==> src/rtl/rtc_worktime.sv <==
// rtc_worktime: real-time clock (hh:mm:ss) driven by a tick enable, with
// validated field setting, plus an independent work-time accumulator.
//
// Ports:
//   clk        in   system clock, all state on the rising edge
//   reset      in   synchronous active-high reset, clears all state
//   tick       in   single-cycle enable at TICKS_PER_SEC Hz
//   power_on   in   clock advances only while high
//   set_sel    in   00 run, 01 second, 10 minute, 11 hour
//   set_value  in   value loaded into the selected field
//   set_strobe in   single-cycle load request
//   state      in   appliance mode, 01 working, 11 cleaning
//   hour       out  0..HOUR_MOD-1
//   minute     out  0..59
//   second     out  0..59
//   sec_pulse  out  one-cycle pulse per clock second advance
//   work_hours out  completed work hours, saturating at 63
//   remind     out  high once work_hours >= WORK_LIMIT_H
//   set_err    out  one-cycle pulse on a rejected set
module rtc_worktime #(
    parameter int TICKS_PER_SEC = 100,
    parameter int HOUR_MOD      = 24,
    parameter int WORK_LIMIT_H  = 10
) (
    input  logic       clk,
    input  logic       reset,
    input  logic       tick,
    input  logic       power_on,
    input  logic [1:0] set_sel,
    input  logic [5:0] set_value,
    input  logic       set_strobe,
    input  logic [1:0] state,
    output logic [5:0] hour,
    output logic [5:0] minute,
    output logic [5:0] second,
    output logic       sec_pulse,
    output logic [5:0] work_hours,
    output logic       remind,
    output logic       set_err
);

    localparam int TW = (TICKS_PER_SEC > 1) ? $clog2(TICKS_PER_SEC) : 1;
    localparam logic [TW-1:0] TMAX     = TW'(TICKS_PER_SEC - 1);
    localparam logic [5:0]    HMAX     = 6'(HOUR_MOD - 1);
    localparam logic [5:0]    HMOD     = 6'(HOUR_MOD);
    localparam logic [5:0]    WLIM     = 6'(WORK_LIMIT_H);
    localparam logic [11:0]   WSEC_MAX = 12'd3599;

    logic [TW-1:0] tcnt_q, tcnt_d;
    logic [5:0]    hour_q, hour_d;
    logic [5:0]    min_q, min_d;
    logic [5:0]    sec_q, sec_d;
    logic          pulse_q, pulse_d;
    logic          err_q, err_d;

    logic [TW-1:0] wcnt_q, wcnt_d;
    logic [11:0]   wsec_q, wsec_d;
    logic [5:0]    wh_q, wh_d;
    logic          remind_q, remind_d;

    // Clock: setting freezes the clock and restarts the prescaler so a
    // full second elapses after returning to run mode.
    always_comb begin
        tcnt_d  = tcnt_q;
        hour_d  = hour_q;
        min_d   = min_q;
        sec_d   = sec_q;
        pulse_d = 1'b0;
        err_d   = 1'b0;
        if (set_sel != 2'b00) begin
            tcnt_d = '0;
            if (set_strobe) begin
                case (set_sel)
                    2'b01: begin
                        if (set_value <= 6'd59) sec_d = set_value;
                        else err_d = 1'b1;
                    end
                    2'b10: begin
                        if (set_value <= 6'd59) min_d = set_value;
                        else err_d = 1'b1;
                    end
                    2'b11: begin
                        if (set_value < HMOD) hour_d = set_value;
                        else err_d = 1'b1;
                    end
                    default: ;
                endcase
            end
        end else if (power_on && tick) begin
            if (tcnt_q == TMAX) begin
                tcnt_d  = '0;
                pulse_d = 1'b1;
                // Whole carry chain resolves in one cycle.
                if (sec_q == 6'd59) begin
                    sec_d = 6'd0;
                    if (min_q == 6'd59) begin
                        min_d  = 6'd0;
                        hour_d = (hour_q == HMAX) ? 6'd0 : hour_q + 6'd1;
                    end else begin
                        min_d = min_q + 6'd1;
                    end
                end else begin
                    sec_d = sec_q + 6'd1;
                end
            end else begin
                tcnt_d = tcnt_q + TW'(1);
            end
        end
    end

    // Work accumulator: cleaning clears and wins over accumulation.
    always_comb begin
        wcnt_d   = wcnt_q;
        wsec_d   = wsec_q;
        wh_d     = wh_q;
        remind_d = remind_q | (wh_q >= WLIM);
        if (state == 2'b11) begin
            wcnt_d   = '0;
            wsec_d   = '0;
            wh_d     = '0;
            remind_d = 1'b0;
        end else if (state == 2'b01 && tick) begin
            if (wcnt_q == TMAX) begin
                wcnt_d = '0;
                if (wsec_q == WSEC_MAX) begin
                    wsec_d = '0;
                    if (wh_q != 6'd63) wh_d = wh_q + 6'd1;
                end else begin
                    wsec_d = wsec_q + 12'd1;
                end
            end else begin
                wcnt_d = wcnt_q + TW'(1);
            end
        end
    end

    always_ff @(posedge clk) begin
        if (reset) begin
            tcnt_q   <= '0;
            hour_q   <= '0;
            min_q    <= '0;
            sec_q    <= '0;
            pulse_q  <= 1'b0;
            err_q    <= 1'b0;
            wcnt_q   <= '0;
            wsec_q   <= '0;
            wh_q     <= '0;
            remind_q <= 1'b0;
        end else begin
            tcnt_q   <= tcnt_d;
            hour_q   <= hour_d;
            min_q    <= min_d;
            sec_q    <= sec_d;
            pulse_q  <= pulse_d;
            err_q    <= err_d;
            wcnt_q   <= wcnt_d;
            wsec_q   <= wsec_d;
            wh_q     <= wh_d;
            remind_q <= remind_d;
        end
    end

    assign hour       = hour_q;
    assign minute     = min_q;
    assign second     = sec_q;
    assign sec_pulse  = pulse_q;
    assign work_hours = wh_q;
    assign remind     = remind_q;
    assign set_err    = err_q;

endmodule

==> config.mk <==
export PLATFORM = sky130hd
export DESIGN_NAME = rtc_worktime
export DESIGN_NICKNAME = d
export VERILOG_FILES = /design/src/rtl/rtc_worktime.sv
export SDC_FILE = /design/constraint.sdc
export NUM_CORES = 1
export LEC_CHECK = 0
export ABC_AREA = 1
export ABC_CLOCK_PERIOD_IN_PS = 3400
export CAP_MARGIN = 20
export CELL_PAD_IN_SITES_DETAIL_PLACEMENT = 1
export CELL_PAD_IN_SITES_GLOBAL_PLACEMENT = 2
export CORE_ASPECT_RATIO = 0.5
export CORE_MARGIN = 3
export CORE_UTILIZATION = 32
export CTS_CLUSTER_SIZE = 14
export DETAILED_ROUTE_END_ITERATION = 16
export PLACE_DENSITY_LB_ADDON = 0.05
export SLEW_MARGIN = 20
export SYNTH_ARGS = -nofsm -noshare
export SYNTH_HDL_FRONTEND = slang
export SYNTH_SLANG_ARGS = --single-unit
==> constraint.sdc <==
create_clock -name clk -period 3.4 [get_ports clk]
set_input_delay 1.02 -clock clk [delete_from_list [all_inputs] [get_ports clk]]
set_output_delay 1.02 -clock clk [all_outputs]
set_load 0.01 [all_outputs]
==> parameters.txt, run 1 <==
Parameter                              Value

Critical path
  Data arrival at the endpoint of the critical path ... 2.82 ns
  Destination of the worst register-to-register timing path ... hour[4]
  Required time reported for the critical path endpoint ... 3.59 ns
  Setup slack on the worst flop-to-flop path ... ~1.7 ns
  CP Capture Type ... register
  Cell mode on critical path ... nand2_1
  Source of the worst register-to-register timing path ... minute[0]
  Critical Path Source Type ... input pin
  Category of the critical setup timing path ... in -> reg
  Maximum fanout encountered on the critical timing path ... 11
  Worst-case reg-to-reg path depth ... 8
  Worst stage delay on the critical path ... 0.51 ns
  Chain of cells forming the critical path ... clkdlybuf4s50_1 -> inv_1 -> ha_1 -> nor2_1 -> nand3_1 -> nand2_1 -> o21ai_0 -> nand2_1 -> a21oi_1
  Highest-delay cell along the critical path ... clkdlybuf4s50_1

Floorplanning
  Total Die Area ... 0.01124 sq mm
  Row cnt ... 25
  Width of the die ... 147.0 um
  Num ports ... 42
  Initial standard-cell utilization of the core ... 33.32%
  Area of the placeable core ... 0.009540 sq mm
  Die Height ... approximately 76 um

Drt
  Total detailed-routing wirelength ... 8418 um
  Vias ... about 3,100
  Post-detailed-route count of antenna-violating nets ... 0
  Pre-antenna DRT Iters ... 4
  Detail-routed via count per cell ... 4.676
  Total DRC errors in the routed layout ... 0
  Iter 0 DRT Violations ... 100
  Avg WL per Cell ... 12.68 um

Logic synthesis
  Post-synthesis cell area ... 0.003179 sq mm
  Post-Syn Area per Cell ... 6.555 sq um
  Cell type with the highest aggregate area in the netlist ... dfxtp_1
  Asr flop ratio synth ... 0%
  Leading register cell type out of synthesis ... dfxtp_1
  Area share of the largest cell type after synthesis ... between 30 and 40%
  Net count of the mapped netlist ... 512
  Post-synth cell types ... 36
  Post-synthesis sequential area ratio ... approximately 33%
  Cell types occupying the most area after synthesis ... dfxtp_1, nand2_1, nor2_1, inv_1, ha_1
  Post-synth EDFFs ... 0
  Commonest cells in the synthesized netlist ... nand2_1, nor2_1, inv_1
  Yosys reg bits ... 53
  Cell with the most instances after synthesis ... nand2_1
  Yosys warnings ... 0
  Post-Synthesis Cells ... ~490

Power and ir drop
  Cell area power density ... 346.1 mW/mm^2
  LEAKAGE ... 1.678 nW
  VDD IR max ... 0.1744 mV

Place
  Placed insts ... 656
  Post-DP HPWL ... 6495 um
  GPL Wtd Cong ... 0.7192
  IO buf count ... 41

Timing
  Final Skew ... 0.008295 ns
  Count of final hold-check violations ... 0
  Slew @ Worst Pin ... approximately 0.61 ns
  Summed negative setup slack over all endpoints ... 0 ns
  Slew Limit Headroom ... 58.99%
  Maximum clock frequency ... 380.2 MHz
  Final setup violating endpoints ... 0
  Final critical-path required period ... 2.630 ns
  Fin crit share ... 77.36%
  RSZ-0062 raised after global routing ... no
  Number of slew-limit violations in the final report ... 0
  Tightest hold margin ... 0.4651 ns

Clock tree
  Clock buffer count from CTS ... 5
  Insertion delay of the later-clocked pin in the worst-skew pair ... around 0.30 ns
  TritonCTS clock tree ... built
  Clk pin slew, worst setup/hold paths ... 0.08 ns
  Clock Root Buffer ... clkbuf_16
  PostCTS Resize Cnt ... 0
  Clock Sinks ... 53
  Count of buffers added by post-CTS timing repair for setup ... 0
  Clock buffer depth ... 2
  Htree depth ... 2
  Post-CTS Hold Fix Bufs ... 0

Global routing
  Global-route wire length before repair ... 14,840 um
  Maximum number of pins on one net before global-route repair ... 18
  Gr usage total ... 15.94%
  Number of global-route vias before repair ... 3,097
  Initial antenna violation count ... 0
  Remaining global-route overflow ... 0

Min path
  Min-delay src ... wsec_q[2]
  Hold crit path type ... reg -> reg
  Number of cells on the worst hold path ... 2
  Worst Hold Path EP ... wsec_q[2]

Cells and area
  Post-Layout Cell Count ... about 660
  Final core utilization ... 40.52%
  Share of cells above drive strength 1 ... under 10%
  Antenna Diode Count ... 0
  Number of nets in the finished design ... 555
  Layout overhead on the synthesized area ... 21.61%
  Fill cell instance count of the final layout ... 1,249

Flow run
  Max-cap viol count ... 0

Run status
  Result of the run ... finished, final reports clean
==> how the worst max path moves through the flow <==
stage / from / end / slack, ns / depth (start not counted)
after global routing: set_sel[0] / minute[0] / 0.58 / 10
after floorplan: set_sel[0] / hour[5] / 1.25 / 10
final: set_sel[0] / second[2] / 0.77 / 9
after CTS: set_sel[0] / minute[4] / 0.78 / 10
after global placement: set_sel[0] / minute[4] / 0.51 / 10
after detailed placement: set_sel[0] / second[2] / 0.45 / 9
==> layer usage <==
| layer | wire length, um | vias to the layer above | GRT usage [%] | part of all wire [%] |
|---|---|---|---|---|
| met4 | 95 | 0 | 4.461 | 1.1 |
| met2 | 3725 | 34 | 25.33 | 44 |
| met1 | 4362 | 1433 | 21.76 | 52 |
| li1 | - | 1630 | - | - |
| met5 | 0 | - | 0 | 0 |
| met3 | 234 | 8 | 3.565 | 2.8 |
==> worst max-delay path, delay by kind of cell <==
kind	cells	cell delay [ns]
fa+ha+maj	1	0.31
buf+inv	2	0.58
compound gates	2	0.20
simple gates	4	0.69
==> area by class of cell <==
class | count | area (sq um) | share of cell area (%)
Sequential cell | 53 | 1061 | 27.44
Timing Repair Buffer | 42 | 417.9 | 10.81
Clock buffer | 5 | 125.1 | 3.236
Tap cell | 135 | 168.9 | 4.369
Inverter | 61 | 231.5 | 5.987
Multi-Input combinational cell | 365 | 1841 | 47.61
Clock inverter | 3 | 21.27 | 0.5502
==> power by group <==
group	internal, mW	switching (mW)
registers	0.633	0.0155
clock network	0.276	0.263
logic	0.0643	0.0876
total	0.972	0.366
==> registers in the layout, summed over array words and instances, names as in the netlist <==
| register | flops |
|---|---|
| wsec_q | 12 |
| tcnt_q | 7 |
| wcnt_q | 7 |
| hour | 6 |
| minute | 6 |
| second | 6 |
| work_hours | 6 |
| remind | 1 |
| sec_pulse | 1 |
| set_err | 1 |
==> cells by family after synthesis <==
family,Yosys count,share of synthesized area (%)
compound gates,53,9.209
flops,53,33.37
buf+inv,67,8.737
simple gates,287,40.38
xor+xnor,13,3.581
fa+ha+maj,12,4.722
==> layout by cell type, fill, tap and decap left out, types with 2 or more instances in the layout <==
master,Yosys,layout
a21boi_0,2,2
a21oi_1,25,25
a31oi_1,2,2
clkbuf_16,0,5
clkdlybuf4s50_1,0,41
dfxtp_1,53,53
ha_1,12,12
inv_1,56,56
inv_2,4,4
nand2_1,127,127
nand2_2,4,4
nand2_4,3,3
nand3_1,29,29
nand3_2,4,4
nand3b_1,3,3
nand4_1,10,10
nor2_1,85,85
nor2_2,3,3
nor2_4,2,2
nor3_1,10,10
nor3b_1,3,3
o21ai_0,19,19
o21ai_1,2,2
xnor2_1,5,5
xor2_1,8,8
==> stage by stage <==
stage	worst slack (ns)	total power, mW	instance area, sq um
finish	0.7697	1.338	3866
global placement	0.5113	0.8176	3720
CTS	0.7781	1.366	3866
floorplan	1.253	0.7471	3179
detailed placement	0.4462	0.8163	3720
global route	0.5784	1.415	3866
Power figures use the tool's default switching activity.
==> run 2: changes to the inputs <==
- ABC_CLOCK_PERIOD_IN_PS: 3400 -> 2200
- CORE_UTILIZATION: 32 -> 27
- clock period: 3.4 -> 2.2 ns (I/O delays scaled with it)
==> parameters.txt, run 2 (synthesized netlist as in run 1, its figures left out) <==
Parameter                              Value

Global routing
  Gr usage total ... 14.09%
  Number of global-route vias before repair ... about 3,200
  Maximum number of pins on one net before global-route repair ... 18
  Initial antenna violation count ... 0
  Global-route wire length before repair ... 15,100 um
  Remaining global-route overflow ... 0

Critical path
  Worst stage delay on the critical path ... 0.60 ns
  Chain of cells forming the critical path ... clkdlybuf4s50_1
  CP Capture Type ... primary output
  Largest delay share family, worst path ... buffers and inverters
  Maximum fanout encountered on the critical timing path ... 7
  Source of the worst register-to-register timing path ... wsec_q[1]
  Critical Path End ... hour[2]
  Setup slack on the worst flop-to-flop path ... 0.57 ns
  Critical Path Source Type ... register
  Critical Path Source ... hour[2]
  Depth of the critical timing path with buffers and inverters included ... 1
  Category of the critical setup timing path ... reg -> out
  WP buf/inv ... 1
  Worst-case reg-to-reg path depth ... 9
  Destination of the worst register-to-register timing path ... work_hours[1]
  Required time reported for the critical path endpoint ... approximately 1.5 ns
  Data arrival at the endpoint of the critical path ... 1.38 ns
  Highest-delay cell along the critical path ... clkdlybuf4s50_1

Drt
  Pre-antenna DRT Iters ... 4
  Avg WL per Cell ... 12.29 um
  Total DRC errors in the routed layout ... 0
  Vias ... 3,179
  Detail-routed via count per cell ... between 4 and 5
  Post-detailed-route count of antenna-violating nets ... 0
  Total detailed-routing wirelength ... between 8000 and 9000 um
  Iter 0 DRT Violations ... 54

Power and ir drop
  Sw Ratio ... 27.20%
  Sequential power share ... 47.4%
  Cell area power density ... 502.2 mW/mm^2
  Cell-internal power ... ~1.5 mW
  Combinational Power Share ... 13.3%
  VDD IR max ... about 0.26 mV
  Proportion of power drawn by the clock network ... 39.3%
  LEAKAGE ... 1.865 nW
  Total Power Consumption ... 2.111 mW
  Net load switching power ... 0.5743 mW

Clock tree
  Clk pin slew, worst setup/hold paths ... 0.08 ns
  Htree depth ... 2
  Clock Root Buffer ... clkbuf_16
  Clock buffer count from CTS ... 5
  Clock Sinks ... 53
  TritonCTS clock tree ... built
  Insertion delay of the later-clocked pin in the worst-skew pair ... 0.30 ns
  Clock buffer depth ... 2

Place
  GPL Wtd Cong ... 0.7376
  DP Area ... 0.004043 sq mm
  Post-DP HPWL ... 7042 um
  IO buf count ... 41

Cells and area
  Antenna Diode Count ... 0
  Leading cell type in the layout, fill and taps excluded ... nand2_1
  Highest-count cells in the layout ignoring fill and taps ... nand2_1, nor2_1, inv_1, dfxtp_1, clkdlybuf4s50_1
  Number of flip-flops in the largest register ... 12
  Largest registers in the final layout ... wsec_q x12, tcnt_q x7, wcnt_q x7
  Share of cells above drive strength 1 ... 13.38%
  Final Cell Area ... 0.004204 sq mm
  Register containing the most flip-flops in the final layout ... wsec_q
  Layout overhead on the synthesized area ... 32.23%
  Number of nets in the finished design ... 594

Floorplanning
  Total Die Area ... 0.01319 sq mm
  Row cnt ... 27
  Initial standard-cell utilization of the core ... between 20 and 30%
  Area of the placeable core ... 0.01125 sq mm
  Die Height ... 82.73 um
  Width of the die ... roughly 160 um
  Num ports ... 42

Min path
  Hold crit path type ... reg -> reg
  Min-delay src ... wsec_q[2]

Timing
  Tightest hold margin ... 0.4676 ns
  Final Skew ... 0.007830 ns
  Slew @ Worst Pin ... 0.4363 ns
  Slew Limit Headroom ... 70.88%
  Final critical-path required period ... just over 2 ns
  Count of final hold-check violations ... 0
  Fin crit share ... 92.79%
  RSZ-0062 raised after global routing ... no
  Number of slew-limit violations in the final report ... 0
  Final setup violating endpoints ... 0
  Summed negative setup slack over all endpoints ... 0 ns
  Maximum clock frequency ... 489.8 MHz

Run status
  Result of the run ... finished, final reports clean

Flow run
  Max-cap viol count ... 0
[run 2: layout make-up]
class | instances | area, sq um
fillers | 1462 | 7046
multi-input cells | 365 | 1856
flip-flops and latches | 53 | 1061
repair buffers | 81 | 710.7
inverters | 61 | 231.5
well taps | 159 | 198.9
clock buffers | 5 | 125.1
clock inverters | 3 | 21.27
[run 2: how the worst min path moves through the flow]
stage	end	slack (ns)	cells after the start
CTS	wsec_q[2]	0.47	2
global placement	wsec_q[2]	0.45	2
finish	wsec_q[2]	0.47	2
global route	wsec_q[2]	0.49	2
floorplan	wsec_q[2]	0.43	2
detailed placement	wsec_q[2]	0.46	2
[run 2: routing by layer]
layer	track usage, %	vias to the layer above	routed length, um	share of wire, %
met4	2.358	0	26	0.29
met1	18.34	1447	4591	51
met2	24.81	28	4092	46
met3	2.940	2	222	2.5
li1	-	1702	-	-
met5	0	-	0	0
[run 2: stage by stage]
stage	utilization (%)	std cells	setup WS (ns)
3_5_place_dp	35.94	719	-0.2494
4_1_cts	37.24	727	0.06686
5_1_grt	37.37	727	0.04219
2_1_floorplan	-	485	0.4133
6_report	37.37	727	0.1585
3_3_place_gp	35.94	719	-0.1617
[run 2: what timing repair did]
item | CTS | global route
gates resized for setup | 0 | 6
hold buffers | 0 | 0
setup endpoints to repair | 0 | 13
setup buffers | 0 | 0
[run 2: tightest hold or removal path: cells and delay by family, from the launching register on]
family	cells	cell delay [ns]
AOI/OAI and AO/OA	1	0.05
DFF	1	0.33
buffers and inverters	1	0.05
[run 2: power by group through the flow]
| stage | clock network [mW] | registers [mW] | logic [mW] |
|---|---|---|---|
| floorplan | 0 | 1.03 | 0.128 |
| global placement | 0 | 1.02 | 0.281 |
| detailed placement | 0 | 1.02 | 0.280 |
| CTS | 0.880 | 1.00 | 0.283 |
| global route | 0.902 | 1.00 | 0.317 |
| finish | 0.830 | 1.00 | 0.281 |
